### config.mk
export PLATFORM = sky130hd
export DESIGN_NAME = ntt_frame_serializer
export DESIGN_NICKNAME = d
export VERILOG_FILES = /design/src/rtl/ntt_frame_serializer_pkg.sv /design/src/rtl/ntt_frame_serializer_modmul_const.sv /design/src/rtl/ntt_frame_serializer.sv
export SDC_FILE = /design/constraint.sdc
export NUM_CORES = 1
export LEC_CHECK = 0
export CELL_PAD_IN_SITES_DETAIL_PLACEMENT = 0
export CELL_PAD_IN_SITES_GLOBAL_PLACEMENT = 1
export CORE_UTILIZATION = 52
export DETAILED_ROUTE_END_ITERATION = 7
export GPL_TIMING_DRIVEN = 0
export PLACE_DENSITY = 0.95
export SLEW_MARGIN = 30
export SYNTH_ARGS = -nofsm -noshare
export SYNTH_HDL_FRONTEND = slang
export SYNTH_SLANG_ARGS = --single-unit
### constraint.sdc
create_clock -name clk -period 49.6 [get_ports clk]
set_clock_uncertainty 0.2 [all_clocks]
set_input_delay 9.92 -clock clk [delete_from_list [all_inputs] [get_ports clk]]
set_output_delay 9.92 -clock clk [all_outputs]
set_load 0.02 [all_outputs]
### src/rtl/ntt_frame_serializer_pkg.sv
// ntt_pkg: shared constants, bank/state types and the bit-reversal helper
// used by the NTT frame serializer and its modular-multiply sub-block.
package ntt_pkg;

    localparam int W_DEF     = 32;
    localparam int N_DEF     = 8;
    localparam int Q_DEF     = 241;
    localparam int N_INV_DEF = 211;

    typedef logic bank_t;

    typedef enum logic {RD_IDLE, RD_STREAM} rd_state_e;

    // Reverses the low lg bits of i.
    function automatic int unsigned bitrev(input int unsigned i, input int unsigned lg);
        int unsigned r;
        r = 0;
        for (int unsigned b = 0; b < lg; b++) r = (r << 1) | ((i >> b) & 32'd1);
        return r;
    endfunction

endpackage

### src/rtl/ntt_frame_serializer_modmul_const.sv
// ntt_modmul_const: combinational (a_i * K) mod Q with a 2W-bit product.
//   a_i  in  W  operand
//   p_o  out W  reduced product, always < Q
module ntt_modmul_const
    import ntt_pkg::*;
#(
    parameter int           W = W_DEF,
    parameter logic [W-1:0] Q = W'(Q_DEF),
    parameter logic [W-1:0] K = W'(N_INV_DEF)
) (
    input  logic [W-1:0] a_i,
    output logic [W-1:0] p_o
);

    logic [2*W-1:0] prod;

    assign prod = {{W{1'b0}}, a_i} * {{W{1'b0}}, K};
    assign p_o  = W'(prod % {{W{1'b0}}, Q});

endmodule

### src/rtl/ntt_frame_serializer.sv
// ntt_frame_serializer: captures bit-reversed NTT/iNTT result frames into a
// two-bank ping-pong buffer and streams them out in natural order, scaling
// iNTT frames by N^-1 mod Q.
//   clk, reset              clock, asynchronous active-high reset
//   frame_valid_in/mode/in  parallel frame input (bit-reversed), no backpressure
//   buf_full                both banks occupied (registered)
//   coef_*_out / ready_in   one coefficient per beat, valid/ready handshake
//   overflow_out            one-cycle pulse per dropped frame
//   drop_count              saturating dropped-frame count
module ntt_frame_serializer
    import ntt_pkg::*;
#(
    parameter int           W     = W_DEF,
    parameter int           N     = N_DEF,
    parameter logic [W-1:0] Q     = W'(Q_DEF),
    parameter logic [W-1:0] N_INV = W'(N_INV_DEF)
) (
    input  logic                    clk,
    input  logic                    reset,
    input  logic                    frame_valid_in,
    input  logic                    frame_mode_in,
    input  logic [0:N-1][W-1:0]     frame_in,
    output logic                    buf_full,
    output logic [W-1:0]            coef_out,
    output logic [$clog2(N)-1:0]    coef_idx_out,
    output logic                    coef_mode_out,
    output logic                    coef_last_out,
    output logic                    coef_valid_out,
    input  logic                    coef_ready_in,
    output logic                    overflow_out,
    output logic [7:0]              drop_count
);

    localparam int LG = $clog2(N);

    logic [0:N-1][W-1:0] frame_nat;
    logic [0:N-1][W-1:0] mem_q [2];
    logic                mode_q [2];
    logic [1:0]          count_q, count_d;
    bank_t               wr_q, rd_q;
    logic [LG-1:0]       ri_q;
    rd_state_e           state_q;
    logic [W-1:0]        rd_word, scaled, coef_d;
    logic                load, rel, cap, drop;
    logic [W-1:0]        coef_q;
    logic [LG-1:0]       idx_q;
    logic                cmode_q, last_q, valid_q, full_q, ovf_q;
    logic [7:0]          drops_q;

    for (genvar j = 0; j < N; j++) begin : g_br
        assign frame_nat[j] = frame_in[bitrev(j, LG)];
    end

    ntt_modmul_const #(.W(W), .Q(Q), .K(N_INV)) u_modmul (
        .a_i(rd_word),
        .p_o(scaled)
    );

    // A bank released on this edge is free for a frame arriving on the same
    // edge; the read of its last word still sees the old contents.
    always_comb begin
        load    = (!valid_q || coef_ready_in) && (count_q != 2'd0);
        rel     = load && (ri_q == LG'(N - 1));
        cap     = frame_valid_in && ((count_q != 2'd2) || rel);
        drop    = frame_valid_in && !cap;
        count_d = count_q + {1'b0, cap} - {1'b0, rel};
        rd_word = mem_q[rd_q][ri_q];
        coef_d  = mode_q[rd_q] ? scaled : rd_word;
    end

    always_ff @(posedge clk) begin
        if (cap) begin
            mem_q[wr_q]  <= frame_nat;
            mode_q[wr_q] <= frame_mode_in;
        end
    end

    always_ff @(posedge clk or posedge reset) begin
        if (reset) begin
            state_q <= RD_IDLE;
            count_q <= 2'd0;
            wr_q    <= 1'b0;
            rd_q    <= 1'b0;
            ri_q    <= '0;
            coef_q  <= '0;
            idx_q   <= '0;
            cmode_q <= 1'b0;
            last_q  <= 1'b0;
            valid_q <= 1'b0;
            full_q  <= 1'b0;
            ovf_q   <= 1'b0;
            drops_q <= 8'd0;
        end else begin
            count_q <= count_d;
            full_q  <= (count_d == 2'd2);
            wr_q    <= wr_q ^ cap;
            rd_q    <= rd_q ^ rel;
            ovf_q   <= drop;
            if (drop && drops_q != 8'hFF) drops_q <= drops_q + 8'd1;
            if (load) begin
                ri_q    <= ri_q + 1'b1;
                coef_q  <= coef_d;
                idx_q   <= ri_q;
                cmode_q <= mode_q[rd_q];
                last_q  <= (ri_q == LG'(N - 1));
                valid_q <= 1'b1;
            end else if (coef_ready_in) begin
                valid_q <= 1'b0;
            end
            case (state_q)
                RD_IDLE:   if (load) state_q <= RD_STREAM;
                RD_STREAM: if (!load && coef_ready_in && count_q == 2'd0) state_q <= RD_IDLE;
            endcase
        end
    end

    assign buf_full       = full_q;
    assign coef_out       = coef_q;
    assign coef_idx_out   = idx_q;
    assign coef_mode_out  = cmode_q;
    assign coef_last_out  = last_q;
    assign coef_valid_out = valid_q;
    assign overflow_out   = ovf_q;
    assign drop_count     = drops_q;

endmodule

## Yosys cells after proc, flatten, opt, wreduce, memory -nomap -nowiden

Memories as Yosys holds them, arrays and structs flattened.
Index checks and enable logic that the tools add are counted.

| storage, ports and cells | value |
|---|---|
| register bits | 55 |
| RAM bits | 514 |
| bits of input ports | 261 |
| output and inout bits | 48 |
| word-level logic and storage cells | 47 |
| memories kept | 2 |

Memories:

| memory | words | bits a word | read ports | clocked after memory_dff | write ports | RTL line | text |
|---|---|---|---|---|---|---|---|
| mem_q | 2 | 256 | 1 | 0 | 1 | ntt_frame_serializer.sv:37 | `logic [0:N-1][W-1:0] mem_q [2];` |
| mode_q | 2 | 1 | 1 | 0 | 1 | ntt_frame_serializer.sv:38 | `logic mode_q [2];` |

| cells by class | value |
|---|---|
| $add $sub $neg | 4 |
| $mul | 1 |
| divide/modulo/power cells | 1 |
| magnitude comparators | 1 |
| equality and inequality tests | 4 |
| mux-type cells | 8 |
| bitwise gates (word level) | 3 |
| reductions and logical operators | 11 |

Operators with widths:

| kind | count |
|---|---|
| 32-bit binary-select mux with 3-bit select | 1 |
| 32-bit 2-to-1 mux | 3 |
| 40-bit by 8-bit remainder unit with 64-bit output (second input constant) | 1 |
| 32-bit by 8-bit multiplier with 40-bit output (second input constant) | 1 |
| 8-bit by 1-bit adder with 8-bit output (second input constant) | 1 |
| 8-bit != test (second input constant) | 1 |
| 1-bit logical AND | 5 |
| 4-bit greater-or-equal comparator (second input constant) | 1 |
| 1-bit 2-to-1 mux | 4 |
| 3-bit inverter with 4-bit output | 1 |
| 2-bit nonzero test | 2 |
| 3-bit by 1-bit adder with 3-bit output (second input constant) | 1 |
| 3-bit == test (second input constant) | 1 |
| 2-bit by 1-bit adder with 2-bit output | 1 |
| 2-bit == test (second input constant) | 1 |
| 1-bit zero test | 2 |
| 1-bit logical OR | 2 |
| 2-bit != test (second input constant) | 1 |
| 2-bit by 1-bit subtractor with 2-bit output | 1 |
| 1-bit XOR | 2 |

## Depth between registers and ports, before layout

| logic depth | value |
|---|---|
| depth after elaboration | 9 |
| depth in mapped cells | 129 |
| gate-level depth less buffers | 110 |

## By module

From an unflattened synthesis, not the netlist that was laid out.

| second synthesis, totals | value |
|---|---|
| cells, all modules | 3,152 |
| area total of the unflattened synthesis | 38,116.6 µm² |

Modules (own cells, without submodules):

| module | instances | cells an instance | area each (µm²) | seq. area each (µm²) |
|---|---|---|---|---|
| ntt_frame_serializer | 1 | 986 | 22,036.1 | 16,811.1 |
| ntt_modmul_const | 1 | 2,166 | 16,080.4 | 0.0 |

## Worst setup path after synthesis

Ideal clock, no wire load.

| timing | value |
|---|---|
| path type | register -> register |
| start point | register rd_q |
| end point | register coef_q[7], in the netlist coef_out[7] |
| setup time | 0.065 ns |
| arrival | 30.419 ns |
| required time | 49.335 ns |
| setup slack | 18.917 ns |
| stages on the path, launching flop included | 121 |
| buffers on the path | 13 |
| period minus slack after synthesis | 30.683 ns |
| path through | dfrtp_1 clkbuf_1 clkbuf_1 buf_1 buf_1 mux4_2 mux4_2 ha_1 fa_1 inv_1 fa_1 fa_1 inv_1 ha_1 buf_2 and4_1 o2111a_1 a21oi_2 [... 85 more ...] nor3_1 nor2_1 inv_2 ha_1 nor2_1 o21ai_1 a31oi_1 a21boi_1 xnor2_1 ha_1 nand2_1 a221oi_1 nand3_1 a31oi_2 buf_2 nor2_1 a2111oi_0 a21o_1 |

| between the ends | value |
|---|---|
| word-level cells in the longest chain between the ends | 7 |
| elaborated cells on any way between the ends | 8 |
| classes of those cells | mul (1); div (1); mux (4); memory (2) |

Ends and longest elaborated chain:

| element | RTL line | text |
|---|---|---|
| from (decl) | ntt_frame_serializer.sv:40 | `bank_t wr_q, rd_q;` |
| from (signal assigned) | ntt_frame_serializer.sv:97 | `rd_q <= rd_q ^ rel;` |
| memory 2 x 256 bit | -- |  |
| 32-bit binary-select mux with 3-bit select | ntt_frame_serializer.sv:67 | `rd_word = mem_q[rd_q][ri_q];` |
| 32-bit 2-to-1 mux (implied by the code) (2 in a row) | ntt_frame_serializer.sv:67 |  |
| 32-bit by 8-bit multiplier with 40-bit output | ntt_frame_serializer_modmul_const.sv:17 | `assign prod = {{W{1'b0}}, a_i} * {{W{1'b0}}, K};` |
| 40-bit by 8-bit remainder unit with 64-bit output | ntt_frame_serializer_modmul_const.sv:18 | `assign p_o = W'(prod % {{W{1'b0}}, Q});` |
| 32-bit 2-to-1 mux * | ntt_frame_serializer.sv:68 | `coef_d = mode_q[rd_q] ? scaled : rd_word;` |
| to (signal assigned) | ntt_frame_serializer.sv:102 | `coef_q <= coef_d;` |
| to (decl) | ntt_frame_serializer.sv:45 | `logic [W-1:0] coef_q;` |

Every way passes the cells marked *; elsewhere a longest branch is shown, timed or not. The select of a mux whose other input is x is not followed.
A chain may end at the register's enable or synchronous reset.

## Worst setup path in the final report

Same ends and word-level chain as after synthesis.

==> results_dict.tcl <==
set metrics [dict create \
    synth-seq-area-share 0.4569 \
    setup_ws_ps 12820 \
    mostFrequentLayoutCells "514 x edfxtp_1, 308 x clkdlybuf4s50_1, 214 x inv_1" \
    n_fill_cell 5246 \
    netlist_area_sq_um 36790 \
    rows 97 \
    ys_ff_latch 569 \
    grt_use_met1 0.3719 \
    status "finished, final reports clean" \
    period_share 0.7414 \
    cp_common_cell "xnor2_1" \
    post-cts-setup-buffer-count 0 \
    hold_path_class "register to register" \
    layout_commonest_cell "edfxtp_1" \
    synthesis.nets 3489 \
    dp_slack_ps 13530 \
    rsz0062_at_grt "no" \
    busiest_layer "met2" \
    fin_hold_ws_ps 286.2 \
    first_iter_violations 3148 \
    fp.dieH_microns 268.0 \
    overflow 0 \
    grtUsageMet3 0.06112 \
    crit_type "register to register" \
    hpwl_microns 78240 \
    ios 309 \
    start_kind "register" \
    final_cell_count_no_fill 4396 \
    setup_viol 0 \
    vias 28360 \
    ctsRootBufferMaster "clkbuf_16" \
    port_buffers 308 \
    arrival_ps 37090 \
    cp.required_ps 49910 \
    insertion_delay_ps 610 \
    cpMaxStageDelayCell "buf_1" \
    layout.nets 3861 \
    clk_pin_slew_worst_paths_ps 70 \
    core_sq_um 70030 \
    slowest_delay_ps 860 \
    hold_buffers 0 \
    dieWidth_microns 268.0 \
    avgSynthCellArea_sq_um 12.09 \
    synth_flop_cell "edfxtp_1" \
    antenna_found_initial 17 \
    ctsResizeCount 0 \
    viasPerCell 6.450 \
    slew_headroom 0.2841 \
    syn_to_final_growth_pct 17.09 \
    tns_ps 0 \
    layout-drive-gt1-share 0.1301 \
    drt_pre_antenna_iters 6 \
    yosysWarnings 0 \
    synth.distinct_cells 148 \
    numCtsBuffers 49 \
    grt_use_met2 0.4995 \
    grt_use_total 0.2930 \
    clk_path_buf_depth 3 \
    post_drt_wl_per_cell_microns 25.03 \
    max_slew.worst_pin.slew_ps 1074 \
    final.min_clock_period_ps 36780 \
    fmax_mhz 27.19 \
    hold_viol 0 \
    netlist_instances 3043 \
    grt_pass1_vias 27210 \
    initial_core_util 0.5254 \
    grt_max_degree 49 \
    maxCapViolations 0 \
    tritoncts "done" \
    wirelength_microns 110000 \
    ant_nets 0 \
    routabilityCongestion 0.9374 \
    numClockSinks 569 \
    dieArea_sq_um 71820 \
    place_inst 4304 \
    cp_max_fo 10 \
    grt_first_pass_wirelength_microns 160300 \
    slew_violations 0 \
    cp-end-kind "register" \
    h-tree-depth 2 \
    async_flop_share 0.09666 \
    drc 0 \
    synth-edff-count 514 \
]
## final timing paths
check	from	to	slack, ps	cells past startpoint
min	coef_mode_out$_DFFE_PP0P_	coef_mode_out$_DFFE_PP0P_	290	2
min in group asynchronous	reset	coef_out[28]$_DFFE_PP0P_	9590	2
max reg2reg	rd_q$_DFF_PP0_	coef_out[7]$_DFFE_PP0P_	12820	115
max in group asynchronous	reset	drop_count[6]$_DFFE_PP0P_	39080	3
max	rd_q$_DFF_PP0_	coef_out[7]$_DFFE_PP0P_	12820	115
min reg2reg	coef_mode_out$_DFFE_PP0P_	coef_mode_out$_DFFE_PP0P_	290	2
## metrics by stage
stage | utilization | instance area [sq um]
6_report | 0.6152 | 43080
5_1_grt | 0.6151 | 43070
4_1_cts | 0.6146 | 43040
3_5_place_dp | 0.5913 | 41410
3_3_place_gp | 0.5862 | 41050
2_1_floorplan | - | 36790
## logic make-up (layout without fill, tap and decap cells)
logic type,count (synthesis),in the layout,share of synthesized area
adder cells (fa/ha/maj),190,190,0.08124
other,0,5,0
flip-flops,569,569,0.4569
XOR/XNOR,161,161,0.04027
buffers and inverters,326,734,0.03523
AO/OA/AOI/OAI,828,828,0.1694
AND/OR/NAND/NOR,768,768,0.1066
multiplexers,201,201,0.1103
## cell usage after synthesis, drive strengths merged, types with 16 or more instances
master / instances / area, sq um
nand2: 205 / 769.5
mux2: 17 / 198.9
inv: 217 / 814.5
or3: 24 / 155.1
buf: 59 / 292.8
xnor2: 112 / 1037
a21oi: 154 / 819.5
nand2b: 30 / 195.2
dfrtp: 55 / 1376
nor2: 184 / 700.7
a311oi: 16 / 152.7
and3: 25 / 156.4
o21a: 39 / 294.0
ha: 102 / 1276
xor2: 49 / 444.2
o211ai: 51 / 397.9
o21ai: 166 / 857.1
a211oi: 35 / 310.3
fa: 83 / 1662
clkbuf: 50 / 188.9
nor3: 63 / 340.3
a31oi: 42 / 317.8
nand3: 60 / 305.3
o22ai: 30 / 193.9
edfxtp: 514 / 15430
and2: 35 / 219.0
a21o: 33 / 247.7
nor4: 19 / 161.4
mux2i: 24 / 256.5
o31ai: 25 / 225.2
nand4: 23 / 143.9
mux4: 160 / 3603
or2: 35 / 219.0
## flip-flops by register name (all words and copies together) (netlist names), 2 cells and up
signal        flops
drop_count        8
ri_q              3
mem_q           512
mode_q            2
coef_out         32
coef_idx_out      3
count_q           2
## worst max-delay path, delay by kind of cell (launching register included)
kind	cells	cell delay (ps)
AOI/OAI and AO/OA	57	17780
muxes	6	3050
xor gates and xnor gates	8	2610
DFF	1	350
and+or+nand+nor	25	5990
adders and majority gates	7	2680
buffers and inverters	12	3970
## layer usage
layer / vias up / routed length, microns / share of wire
met5: - / 90 / 0.00082
met4: 14 / 4278 / 0.039
met3: 239 / 10140 / 0.092
met2: 1556 / 53950 / 0.49
met1: 13990 / 41570 / 0.38
li1: 12560 / - / -
## cell type report
cell class / instances / area [sq um] / area share
Timing Repair Buffer: 321 / 3403 / 0.07900
Tap cell: 940 / 1176 / 0.02730
Antenna cell: 5 / 12.51 / 0.0002904
Clock inverter: 28 / 339.1 / 0.007871
Sequential cell: 569 / 16810 / 0.3902
Buffer: 109 / 501.7 / 0.01165
Multi-Input combinational cell: 2148 / 18720 / 0.4346
Inverter: 217 / 817.0 / 0.01897
Clock buffer: 59 / 1295 / 0.03006
Power is left out: the tool's default activity adds up to more than one toggle a clock period on the data nets, which glitch-free logic cannot reach.
